==> src/rtl/dec8b10b_sync_ctrl_if.sv <==
// Bus between the 8b/10b receive sync controller, the deserializer, decoder_8b10b and the user.
interface dec8b10b_sync_ctrl_if;
  logic [9:0] din;
  logic       din_valid;
  logic [9:0] dec_din;
  logic       dec_en;
  logic       dec_rst;
  logic [7:0] dec_dout;
  logic       dec_kout;
  logic       dec_code_err;
  logic       dec_disp_err;
  logic [7:0] rx_data;
  logic       rx_k;
  logic       rx_err;
  logic       rx_valid;
  logic       sync;
  logic [3:0] align_off;
  logic [3:0] err_cnt;
  logic       realign;

  // Environment side: deserializer, decoder and user.
  modport master (
    output din, din_valid, dec_dout, dec_kout, dec_code_err, dec_disp_err,
    input  dec_din, dec_en, dec_rst, rx_data, rx_k, rx_err, rx_valid,
           sync, align_off, err_cnt, realign
  );

  // Controller side.
  modport slave (
    input  din, din_valid, dec_dout, dec_kout, dec_code_err, dec_disp_err,
    output dec_din, dec_en, dec_rst, rx_data, rx_k, rx_err, rx_valid,
           sync, align_off, err_cnt, realign
  );
endinterface

==> src/rtl/dec8b10b_sync_ctrl.sv <==
// Comma word-alignment and link-sync controller sitting in front of decoder_8b10b.
module dec8b10b_sync_ctrl #(
  parameter int unsigned COMMAS_TO_LOCK = 3,
  parameter int unsigned ERR_MAX        = 4,
  parameter int unsigned GOOD_RUN       = 4
) (
  input  logic                 clk,
  input  logic                 rst,
  dec8b10b_sync_ctrl_if.slave  bus
);
  localparam int unsigned W_WORD = 10;
  localparam int unsigned W_WIN  = 2 * W_WORD;
  localparam int unsigned W_CNT  = 4;
  localparam logic [W_CNT-1:0] LOCK_N = W_CNT'(COMMAS_TO_LOCK);
  localparam logic [W_CNT-1:0] ERR_N  = W_CNT'(ERR_MAX);
  localparam logic [W_CNT-1:0] GOOD_N = W_CNT'(GOOD_RUN);
  localparam logic [W_CNT-1:0] ONE    = W_CNT'(1);

  typedef enum logic [1:0] {ST_LOS = 2'd0, ST_CDET = 2'd1, ST_SYNC = 2'd2} state_t;

  function automatic logic is_comma(input logic [W_WORD-1:0] w);
    return (w[9:3] == 7'b0011111) || (w[9:3] == 7'b1100000);
  endfunction

  state_t             state_q, state_d;
  logic [W_WORD-1:0]  prev_q, cur_q;
  logic [1:0]         fill_q;
  logic               new_q;
  logic [W_WIN-1:0]   win_c;
  logic               proc_c, comma_c, mis_c, to_los_c, word_bad_c;
  logic [W_CNT-1:0]   comma_off_c;
  logic [W_CNT-1:0]   align_q, align_d, cnt_q, cnt_d, err_q, err_d, good_q, good_d;
  logic [W_WORD-1:0]  dec_din_q, dec_din_d;
  logic               dec_en_q, dec_en_d, dec_rst_q;
  logic               tag1_q, tag1_d, mis1_q, mis1_d, tag2_q, tag2_d, mis2_q, mis2_d;
  logic [7:0]         rx_data_q, rx_data_d;
  logic               rx_k_q, rx_k_d, rx_err_q, rx_err_d, rx_valid_q, rx_valid_d;
  logic               sync_q, realign_q;

  assign win_c  = {prev_q, cur_q};
  assign proc_c = new_q && (fill_q == 2'd2);

  // Capture raw words into the two-word alignment window; new_q marks a fresh window.
  always_ff @(posedge clk or posedge rst) begin
    if (rst) begin
      prev_q <= '0;
      cur_q  <= '0;
      fill_q <= '0;
      new_q  <= 1'b0;
    end else begin
      new_q <= bus.din_valid;
      if (bus.din_valid) begin
        prev_q <= cur_q;
        cur_q  <= bus.din;
        if (fill_q != 2'd2) fill_q <= fill_q + 2'd1;
      end
    end
  end

  // Comma search over all ten offsets; scanning downward lets the lowest offset win.
  always_comb begin
    comma_c     = 1'b0;
    comma_off_c = '0;
    for (int k = W_WORD - 1; k >= 0; k--) begin
      if (is_comma(W_WORD'(win_c >> (W_WORD - 32'(k))))) begin
        comma_c     = 1'b1;
        comma_off_c = W_CNT'(k);
      end
    end
  end

  // Next-state logic: comma lock in LOS/CDET, error/good bookkeeping in SYNC.
  always_comb begin
    state_d    = state_q;
    align_d    = align_q;
    cnt_d      = cnt_q;
    err_d      = err_q;
    good_d     = good_q;
    mis_c      = 1'b0;
    to_los_c   = 1'b0;
    word_bad_c = bus.dec_code_err || bus.dec_disp_err || mis2_q;
    unique case (state_q)
      ST_LOS: begin
        if (proc_c && comma_c) begin
          align_d = comma_off_c;
          cnt_d   = ONE;
          state_d = (LOCK_N <= ONE) ? ST_SYNC : ST_CDET;
        end
      end
      ST_CDET: begin
        if (proc_c && comma_c) begin
          if (comma_off_c == align_q) begin
            cnt_d = cnt_q + ONE;
            if (cnt_d >= LOCK_N) state_d = ST_SYNC;
          end else begin
            align_d = comma_off_c;
            cnt_d   = ONE;
            if (LOCK_N <= ONE) state_d = ST_SYNC;
          end
        end
      end
      ST_SYNC: begin
        mis_c = proc_c && comma_c && (comma_off_c != align_q);
        if (tag2_q) begin
          if (word_bad_c) begin
            good_d = '0;
            if (err_q + ONE >= ERR_N) to_los_c = 1'b1;
            else                      err_d    = err_q + ONE;
          end else if (good_q + ONE >= GOOD_N) begin
            good_d = '0;
            if (err_q != '0) err_d = err_q - ONE;
          end else begin
            good_d = good_q + ONE;
          end
        end
        if (to_los_c) begin
          state_d = ST_LOS;
          err_d   = '0;
          good_d  = '0;
          cnt_d   = '0;
        end
      end
      default: state_d = ST_LOS;
    endcase
  end

  // Decoder issue and status-tag pipeline; in-flight tags are dropped on entry to LOS.
  always_comb begin
    dec_en_d   = proc_c && (state_q != ST_LOS);
    dec_din_d  = dec_din_q;
    if (dec_en_d) dec_din_d = W_WORD'(win_c >> (W_WORD - 32'(align_d)));
    tag1_d     = dec_en_d && (state_q == ST_SYNC) && !to_los_c;
    mis1_d     = tag1_d && mis_c;
    tag2_d     = tag1_q && !to_los_c;
    mis2_d     = mis1_q && !to_los_c;
    rx_valid_d = tag2_q;
    rx_data_d  = tag2_q ? bus.dec_dout : rx_data_q;
    rx_k_d     = tag2_q ? bus.dec_kout : rx_k_q;
    rx_err_d   = tag2_q && (bus.dec_code_err || bus.dec_disp_err);
  end

  // State and registered outputs.
  always_ff @(posedge clk or posedge rst) begin
    if (rst) begin
      state_q    <= ST_LOS;
      align_q    <= '0;
      cnt_q      <= '0;
      err_q      <= '0;
      good_q     <= '0;
      dec_din_q  <= '0;
      dec_en_q   <= 1'b0;
      dec_rst_q  <= 1'b1;
      tag1_q     <= 1'b0;
      mis1_q     <= 1'b0;
      tag2_q     <= 1'b0;
      mis2_q     <= 1'b0;
      rx_data_q  <= '0;
      rx_k_q     <= 1'b0;
      rx_err_q   <= 1'b0;
      rx_valid_q <= 1'b0;
      sync_q     <= 1'b0;
      realign_q  <= 1'b0;
    end else begin
      state_q    <= state_d;
      align_q    <= align_d;
      cnt_q      <= cnt_d;
      err_q      <= err_d;
      good_q     <= good_d;
      dec_din_q  <= dec_din_d;
      dec_en_q   <= dec_en_d;
      dec_rst_q  <= (state_d == ST_LOS);
      tag1_q     <= tag1_d;
      mis1_q     <= mis1_d;
      tag2_q     <= tag2_d;
      mis2_q     <= mis2_d;
      rx_data_q  <= rx_data_d;
      rx_k_q     <= rx_k_d;
      rx_err_q   <= rx_err_d;
      rx_valid_q <= rx_valid_d;
      sync_q     <= (state_d == ST_SYNC);
      realign_q  <= to_los_c;
    end
  end

  assign bus.dec_din   = dec_din_q;
  assign bus.dec_en    = dec_en_q;
  assign bus.dec_rst   = dec_rst_q;
  assign bus.rx_data   = rx_data_q;
  assign bus.rx_k      = rx_k_q;
  assign bus.rx_err    = rx_err_q;
  assign bus.rx_valid  = rx_valid_q;
  assign bus.sync      = sync_q;
  assign bus.align_off = align_q;
  assign bus.err_cnt   = err_q;
  assign bus.realign   = realign_q;
endmodule
==> src/flat_wrapper.sv <==
// flat-port wrapper written by rule: the top's interface ports become plain ports
module dec8b10b_sync_ctrl_flat 
#(
  parameter int unsigned COMMAS_TO_LOCK = 3,
  parameter int unsigned ERR_MAX        = 4,
  parameter int unsigned GOOD_RUN       = 4
)
  (clk, rst, bus_din, bus_din_valid, bus_dec_dout, bus_dec_kout, bus_dec_code_err, bus_dec_disp_err, bus_dec_din, bus_dec_en, bus_dec_rst, bus_rx_data, bus_rx_k, bus_rx_err, bus_rx_valid, bus_sync, bus_align_off, bus_err_cnt, bus_realign);
  dec8b10b_sync_ctrl_if bus_i ();
  input  logic clk;
  input  logic rst;
  input wire logic [$bits(bus_i.din)-1:0] bus_din;
  input wire logic [$bits(bus_i.din_valid)-1:0] bus_din_valid;
  input wire logic [$bits(bus_i.dec_dout)-1:0] bus_dec_dout;
  input wire logic [$bits(bus_i.dec_kout)-1:0] bus_dec_kout;
  input wire logic [$bits(bus_i.dec_code_err)-1:0] bus_dec_code_err;
  input wire logic [$bits(bus_i.dec_disp_err)-1:0] bus_dec_disp_err;
  output wire logic [$bits(bus_i.dec_din)-1:0] bus_dec_din;
  output wire logic [$bits(bus_i.dec_en)-1:0] bus_dec_en;
  output wire logic [$bits(bus_i.dec_rst)-1:0] bus_dec_rst;
  output wire logic [$bits(bus_i.rx_data)-1:0] bus_rx_data;
  output wire logic [$bits(bus_i.rx_k)-1:0] bus_rx_k;
  output wire logic [$bits(bus_i.rx_err)-1:0] bus_rx_err;
  output wire logic [$bits(bus_i.rx_valid)-1:0] bus_rx_valid;
  output wire logic [$bits(bus_i.sync)-1:0] bus_sync;
  output wire logic [$bits(bus_i.align_off)-1:0] bus_align_off;
  output wire logic [$bits(bus_i.err_cnt)-1:0] bus_err_cnt;
  output wire logic [$bits(bus_i.realign)-1:0] bus_realign;
  assign bus_i.din = bus_din;
  assign bus_i.din_valid = bus_din_valid;
  assign bus_i.dec_dout = bus_dec_dout;
  assign bus_i.dec_kout = bus_dec_kout;
  assign bus_i.dec_code_err = bus_dec_code_err;
  assign bus_i.dec_disp_err = bus_dec_disp_err;
  assign bus_dec_din = bus_i.dec_din;
  assign bus_dec_en = bus_i.dec_en;
  assign bus_dec_rst = bus_i.dec_rst;
  assign bus_rx_data = bus_i.rx_data;
  assign bus_rx_k = bus_i.rx_k;
  assign bus_rx_err = bus_i.rx_err;
  assign bus_rx_valid = bus_i.rx_valid;
  assign bus_sync = bus_i.sync;
  assign bus_align_off = bus_i.align_off;
  assign bus_err_cnt = bus_i.err_cnt;
  assign bus_realign = bus_i.realign;
  dec8b10b_sync_ctrl #(.COMMAS_TO_LOCK(COMMAS_TO_LOCK), .ERR_MAX(ERR_MAX), .GOOD_RUN(GOOD_RUN)) u_core (.clk(clk), .rst(rst), .bus(bus_i));
endmodule
==> config.mk <==
export PLATFORM = sky130hd
export DESIGN_NAME = dec8b10b_sync_ctrl_flat
export DESIGN_NICKNAME = d
export VERILOG_FILES = /design/src/rtl/dec8b10b_sync_ctrl_if.sv /design/src/rtl/dec8b10b_sync_ctrl.sv /design/src/flat_wrapper.sv
export SDC_FILE = /design/constraint.sdc
export NUM_CORES = 1
export LEC_CHECK = 0
export CAP_MARGIN = 20
export CORE_MARGIN = 2
export CORE_UTILIZATION = 45
export DETAILED_ROUTE_END_ITERATION = 8
export GPL_TIMING_DRIVEN = 0
export PLACE_DENSITY = 0.7
export REMOVE_ABC_BUFFERS = 1
export SLEW_MARGIN = 20
export SYNTH_ARGS = -nofsm -noshare
export SYNTH_HDL_FRONTEND = slang
export SYNTH_SLANG_ARGS = --single-unit
==> constraint.sdc <==
create_clock -name clk -period 6.4 [get_ports clk]
set_clock_uncertainty 0.1 [all_clocks]
set_input_delay 0.96 -clock clk [delete_from_list [all_inputs] [get_ports clk]]
set_output_delay 0.96 -clock clk [all_outputs]
set_load 0.02 [all_outputs]
-- After elaboration in Yosys (flattened, before gate mapping)
Cells that the tools add are included.
- add/subtract/negate cells: 6
- $lt $le $gt $ge: 3
- equal/unequal tests: 31
- shift operators: 1
- muxes and demuxes: 51
- reduce and logical (&&, ||, !) cells: 35
- operators by type and width (operator ; number):
    4-bit 2-to-1 mux ; 27
    7-bit by 5-bit equality test with 1-bit output (second input constant) ; 10
    7-bit equality test (second input constant) ; 10
    20-bit by 32-bit >> shifter with 10-bit output ; 1
    1-bit 2-to-1 mux ; 16
    4-bit by 1-bit adder with 4-bit output (second input constant) ; 3
    1-bit logical OR ; 12
    4-bit one-hot mux with 3 select lines ; 1
    1-bit logical AND ; 10
    2-bit 2-to-1 mux ; 5
    3-bit nonzero test ; 3
    4-bit by 3-bit greater-or-equal comparator with 1-bit output (second input constant) ; 2
    4-bit one-hot mux with 2 select lines ; 1
    2-bit equality test (second input constant) ; 3
    2-bit one-hot mux with 3 select lines ; 1
    5-bit AND reduction ; 1
    4-bit by 4-bit subtractor with 5-bit output (first input constant) ; 1
    4-bit equality test ; 1
    4-bit by 2-bit greater-or-equal comparator with 1-bit output (second input constant) ; 1
    2-bit logical NOT ; 2
    2-bit by 1-bit inequality test with 1-bit output (second input constant) ; 2
    2-bit inequality test (second input constant) ; 2
    4-bit inequality test ; 1
    2-bit AND reduction ; 2
    other kinds (8) ; 9
- register bits after elaboration: 70
- input bits: 24

-- Logic depth before layout (Yosys ltp)
- depth in word-level cells: 18
- gate-level depth with buffers: 18

-- Worst setup path after synthesis
Ideal clock, no wire load.
- path kind: reg2reg
- start point: register u_core.cur_q[6]
- end point: register u_core.dec_din_q[1] (netlist: u_core.bus.dec_din[1])
- setup time: 121 ps
- arrival: 4225 ps
- data required time: 6179 ps
- setup slack: 1954 ps
- cell stages (with the launch flop): 16
- cell sequence: dfrtp_1 > buf_4 > nor4_4 > nand3_1 > o22a_1 > a2111o_1 > and3_4 > or3_1 > o31ai_1 > o21bai_1 > ha_1 > xor2_2 > mux4_2 > mux2i_1 > mux2i_1 > a22o_1
- longest elaborated chain between the ends: 18
- elaborated cells between the ends (all ways): 37
- RTL lines (element ; line ; RTL):
    start: declaration ; dec8b10b_sync_ctrl.sv:26 ; logic [W_WORD-1:0] prev_q, cur_q;
    start signal: assignment ; dec8b10b_sync_ctrl.sv:54 ; cur_q <= bus.din;
    7-bit by 5-bit equality test with 1-bit output or 7-bit equality test (tied branches) ; dec8b10b_sync_ctrl.sv:22 ; return (w[9:3] == 7'b0011111) || (w[9:3] == 7'b1100000);
    1-bit logical OR ; dec8b10b_sync_ctrl.sv:22 ;
    4-bit 2-to-1 mux (10 in a row) ; dec8b10b_sync_ctrl.sv:65 ; if (is_comma(W_WORD'(win_c >> (W_WORD - 32'(k))))) begin
    4-bit equality test ; dec8b10b_sync_ctrl.sv:92 ; if (comma_off_c == align_q) begin
    4-bit 2-to-1 mux ; dec8b10b_sync_ctrl.sv:92 ;
    4-bit 2-to-1 mux ; dec8b10b_sync_ctrl.sv:91 ; if (proc_c && comma_c) begin
    4-bit one-hot mux with 2 select lines (*) ; dec8b10b_sync_ctrl.sv:82 ; unique case (state_q)
    net u_core.align_d[1] ; dec8b10b_sync_ctrl.sv:32 ; logic [W_CNT-1:0] align_q, align_d, cnt_q, cnt_d, err_q, err_d, good_q, good_d;
    4-bit by 4-bit subtractor with 5-bit output (*) ; dec8b10b_sync_ctrl.sv:131 ; if (dec_en_d) dec_din_d = W_WORD'(win_c >> (W_WORD - 32'(align_d)));
    20-bit by 32-bit >> shifter with 10-bit output (*) ; dec8b10b_sync_ctrl.sv:131 ;
    end signal: assignment ; dec8b10b_sync_ctrl.sv:169 ; dec_din_q <= dec_din_d;
    end: declaration ; dec8b10b_sync_ctrl.sv:33 ; logic [W_WORD-1:0] dec_din_q, dec_din_d;
The timed path passes the listed nets; every way through them passes the cells marked *.
A chain may end at the register's enable or synchronous reset.

-- Worst setup path after layout
- start point: register u_core.prev_q[1]
- end point: register u_core.dec_din_q[0] (netlist: u_core.bus.dec_din[0])
- longest elaborated chain between the ends: 17
- elaborated cells between the ends (all ways): 47
- RTL lines (element ; line ; RTL):
    start: declaration ; dec8b10b_sync_ctrl.sv:26 ;
    start signal: assignment ; dec8b10b_sync_ctrl.sv:53 ; prev_q <= cur_q;
    7-bit by 5-bit equality test with 1-bit output or 7-bit equality test (tied branches) ; dec8b10b_sync_ctrl.sv:22 ;
    1-bit logical OR ; dec8b10b_sync_ctrl.sv:22 ;
    4-bit 2-to-1 mux (9 in a row) ; dec8b10b_sync_ctrl.sv:65 ;
    4-bit equality test ; dec8b10b_sync_ctrl.sv:92 ;
    4-bit 2-to-1 mux ; dec8b10b_sync_ctrl.sv:92 ;
    4-bit 2-to-1 mux ; dec8b10b_sync_ctrl.sv:91 ;
    4-bit one-hot mux with 2 select lines (*) ; dec8b10b_sync_ctrl.sv:82 ;
    net u_core.align_d[0] ; dec8b10b_sync_ctrl.sv:32 ;
    4-bit by 4-bit subtractor with 5-bit output (*) ; dec8b10b_sync_ctrl.sv:131 ;
    20-bit by 32-bit >> shifter with 10-bit output (*) ; dec8b10b_sync_ctrl.sv:131 ;
Marks and branches as above.

==> results.sh <==
export IMPL_status="complete, no violations"
export IMPL_powerDensity_mw_per_mm2=347
export IMPL_seq_area_sq_mm=0.00175
export IMPL_final_nets=510
export IMPL_cts_sinks=70
export IMPL_async_reset_ff_share_pct=100
export IMPL_ys_seq_elements=70
export IMPL_setup_viol=0
export IMPL_cts_tree="done"
export IMPL_mostFrequentLayoutCells="dfrtp_1 (69), clkdlybuf4s50_1 (56), mux2i_1 (38), nand2_1 (37), mux2_2 (29)"
export IMPL_initial_core_util_pct=45.8
export IMPL_die_area_sq_mm=0.0112
export IMPL_hold_ws_ns=0.354
export IMPL_die_h_um=106
export IMPL_area_growth_synth_to_final_pct=16.6
export IMPL_grt_usage_pct=19.3
export IMPL_htree_num_levels=3
export IMPL_ir_drop_v=0.000162
export IMPL_cts_buffers=9
export IMPL_routed_via_count=3562
export IMPL_place_gp_congestion=0.849
export IMPL_first_pass_iters=4
export IMPL_insertion_delay_ns=0.36
export IMPL_drc=0
export IMPL_slowest_stage="dfrtp_1"
export IMPL_drive_gt1_share_pct=17.7
export IMPL_ys_warn_count=0
export IMPL_grt_pass1_wl_um=17100
export IMPL_num_rows=37
export IMPL_finalPower_uw=1890
export IMPL_critPathArrivalTime_ns=6.05
export IMPL_multi_input_area_sq_mm=0.00269
export IMPL_tightest_slew_ns=0.993
export IMPL_setup_tns_ns=0
export IMPL_max_clock_freq_mhz=170
export IMPL_final_common_cell="dfrtp_1"
export IMPL_finalCriticalPeriod_ns=5.90
export IMPL_dp_hpwl_um=7280
export IMPL_cts_setup_buffers=0
export IMPL_postLayoutCoreUtil_pct=53.4
export IMPL_crit_chain="nor4_1 > and4b_1 > or4_4 > nor2_4 > a311o_2 > mux2i_4 > inv_2 > ha_1 > clkinv_1 > mux4_2 > mux2_2 > o21ai_0 > nor3b_1 > a221o_1"
export IMPL_root_buffer="clkbuf_8"
export IMPL_antenna_cells=0
export IMPL_finalHoldViolCount=0
export IMPL_worst_slack_ns=0.503
export IMPL_p_leak_uw=0.00237
export IMPL_worst_setup_path_end_kind="flop"
export IMPL_drtAntennaViolNets=0
export IMPL_viasPerCell=5.79
export IMPL_critical_path_peak_fanout=19
export IMPL_antenna_found_initial=0
export IMPL_ctsLongestPathBuffers=2
export IMPL_num_fill_cells=927
export IMPL_drt_iter0_markers=195
export IMPL_syn_inst=434
export IMPL_wl_per_cell_um=16.8
export IMPL_drv_cap=0
export IMPL_num_io_pins=57
export IMPL_critPathRequiredTime_ns=6.55
export IMPL_maxSlewViolCount=0
export IMPL_grt_max_degree=38
export IMPL_io_buffers=56
export IMPL_syn_avg_cell_area_sq_um=10.8
export IMPL_critPathMaxStageDelay_ns=0.72
export IMPL_totalWireLength_um=10300
export IMPL_die_w_um=106
export IMPL_grt_ovfl_total=0
export IMPL_netlist_area_sq_mm=0.00467
export IMPL_slew_headroom_pct=33.6
export IMPL_hp_class="reg2reg"
export IMPL_yosysSeqAreaShare_pct=37.6
export IMPL_place_ws_ns=0.310
export IMPL_rsz0062_at_grt="false"
export IMPL_grt_pass1_vias=3399
export IMPL_synth_edf_count=0
export IMPL_ys_types=74
export IMPL_core_area_sq_mm=0.0102
export IMPL_critPathKind="reg2reg"
export IMPL_worstSetupStartpointType="flop"
export IMPL_synth_ff_type="dfrtp_1"
export IMPL_clkTransAtPathRegs_ns=0.08
export IMPL_post_route_period_util_pct=92.1
## registers in the layout, indices dropped and copies added, names as in the netlist, 2 cells and up
signal,cells
u_core.bus.dec_din,10
u_core.fill_q,2
u_core.bus.err_cnt,4
u_core.prev_q,10
u_core.good_q,4
u_core.bus.align_off,4
u_core.cur_q,10
u_core.state_q,2
u_core.bus.rx_data,8
u_core.cnt_q,4
## logic make-up after synthesis
logic type / count (synthesis) / synth area share [%]
adders and majority gates: 12 / 3.22
muxes: 77 / 20.0
AOI/OAI and AO/OA: 87 / 14.3
buffers and inverters: 46 / 5.09
and+or+nand+nor: 134 / 17.9
xor gates and xnor gates: 8 / 1.98
DFF: 70 / 37.6
## worst paths after layout
check | slack [ns] | to | startpoint | cells past startpoint
max | 0.50 | u_core.bus.dec_din[0] | u_core.prev_q[1] | 14
max reg2reg | 0.50 | u_core.bus.dec_din[0] | u_core.prev_q[1] | 14
min reg2reg | 0.35 | u_core.rx_valid_d | u_core.tag1_q | 1
max in group asynchronous | 4.82 | u_core.prev_q[2] | rst | 3
min | 0.35 | u_core.rx_valid_d | u_core.tag1_q | 1
min in group asynchronous | 0.86 | u_core.good_q[2] | rst | 2
## critical path, delay by kind of cell, from the launching register on
| kind | cells | cell delay, ns |
|---|---|---|
| AND/OR/NAND/NOR | 5 | 1.22 |
| adder cells (fa/ha/maj) | 1 | 0.67 |
| buffers and inverters | 2 | 0.83 |
| AO/OA/AOI/OAI | 3 | 0.67 |
| flip-flops | 1 | 0.72 |
| multiplexers | 3 | 1.54 |
## final cells by class
class	count	share of cell area (%)
clock inverter	6	0.828
timing repair buffer	57	10.7
inverter	17	1.22
multi-input combinational	319	49.4
clock buffer	10	2.53
tap	136	3.13
sequential	70	32.2
## per-layer routing
layer	vias to the layer above	track usage (%)	wire length [um]
li1	1712	-	-
met3	15	3.15	460
met4	0	7.89	199
met5	-	0	0
met2	93	31.7	5110
met1	1742	25.3	4550
## metrics by stage
stage               area, sq um  cells
CTS                        5430    614
global placement           5220    597
detailed placement         5250    598
floorplan                  4490    405
global route               5440    615
finish                     5440    615
## report_power, final
| part | total [uW] | switching (uW) | internal [uW] |
|---|---|---|---|
| Sequential | 621 | 106 | 515 |
| Combinational | 939 | 487 | 452 |
| Clock | 331 | 178 | 153 |
## synthesized netlist by cell type (4+ instances only)
cell	count	share of area [%]
nand2b_1	4	0.54
o21ai_0	19	2.0
mux2i_1	38	8.2
and3_1	4	0.54
nand2_1	37	3.0
nor2b_1	8	1.1
nand4_1	4	0.54
nor4_1	4	0.54
and2_1	8	1.1
buf_6	4	0.97
ha_1	12	3.2
mux4_2	9	4.3
nor3b_1	5	0.80
o31ai_1	5	0.80
buf_4	6	0.97
inv_1	15	1.2
a21o_1	4	0.64
nor2_1	14	1.1
a31oi_1	5	0.67
nor3_1	9	0.97
clkbuf_1	9	0.72
a211oi_2	4	1.1
mux2_2	29	7.0
nor4bb_1	4	0.86
a22o_1	6	1.1
a21oi_1	8	0.86
a32oi_1	4	0.75
dfrtp_1	69	37
buf_2	9	0.97
xor2_1	4	0.75
nand3_1	9	0.97
## timing repair
action                     4_1_cts  5_1_grt
gates resized for setup          0        0
setup endpoints to repair        0        3
hold buffers                     0        0
Power figures use the tool's default switching activity.
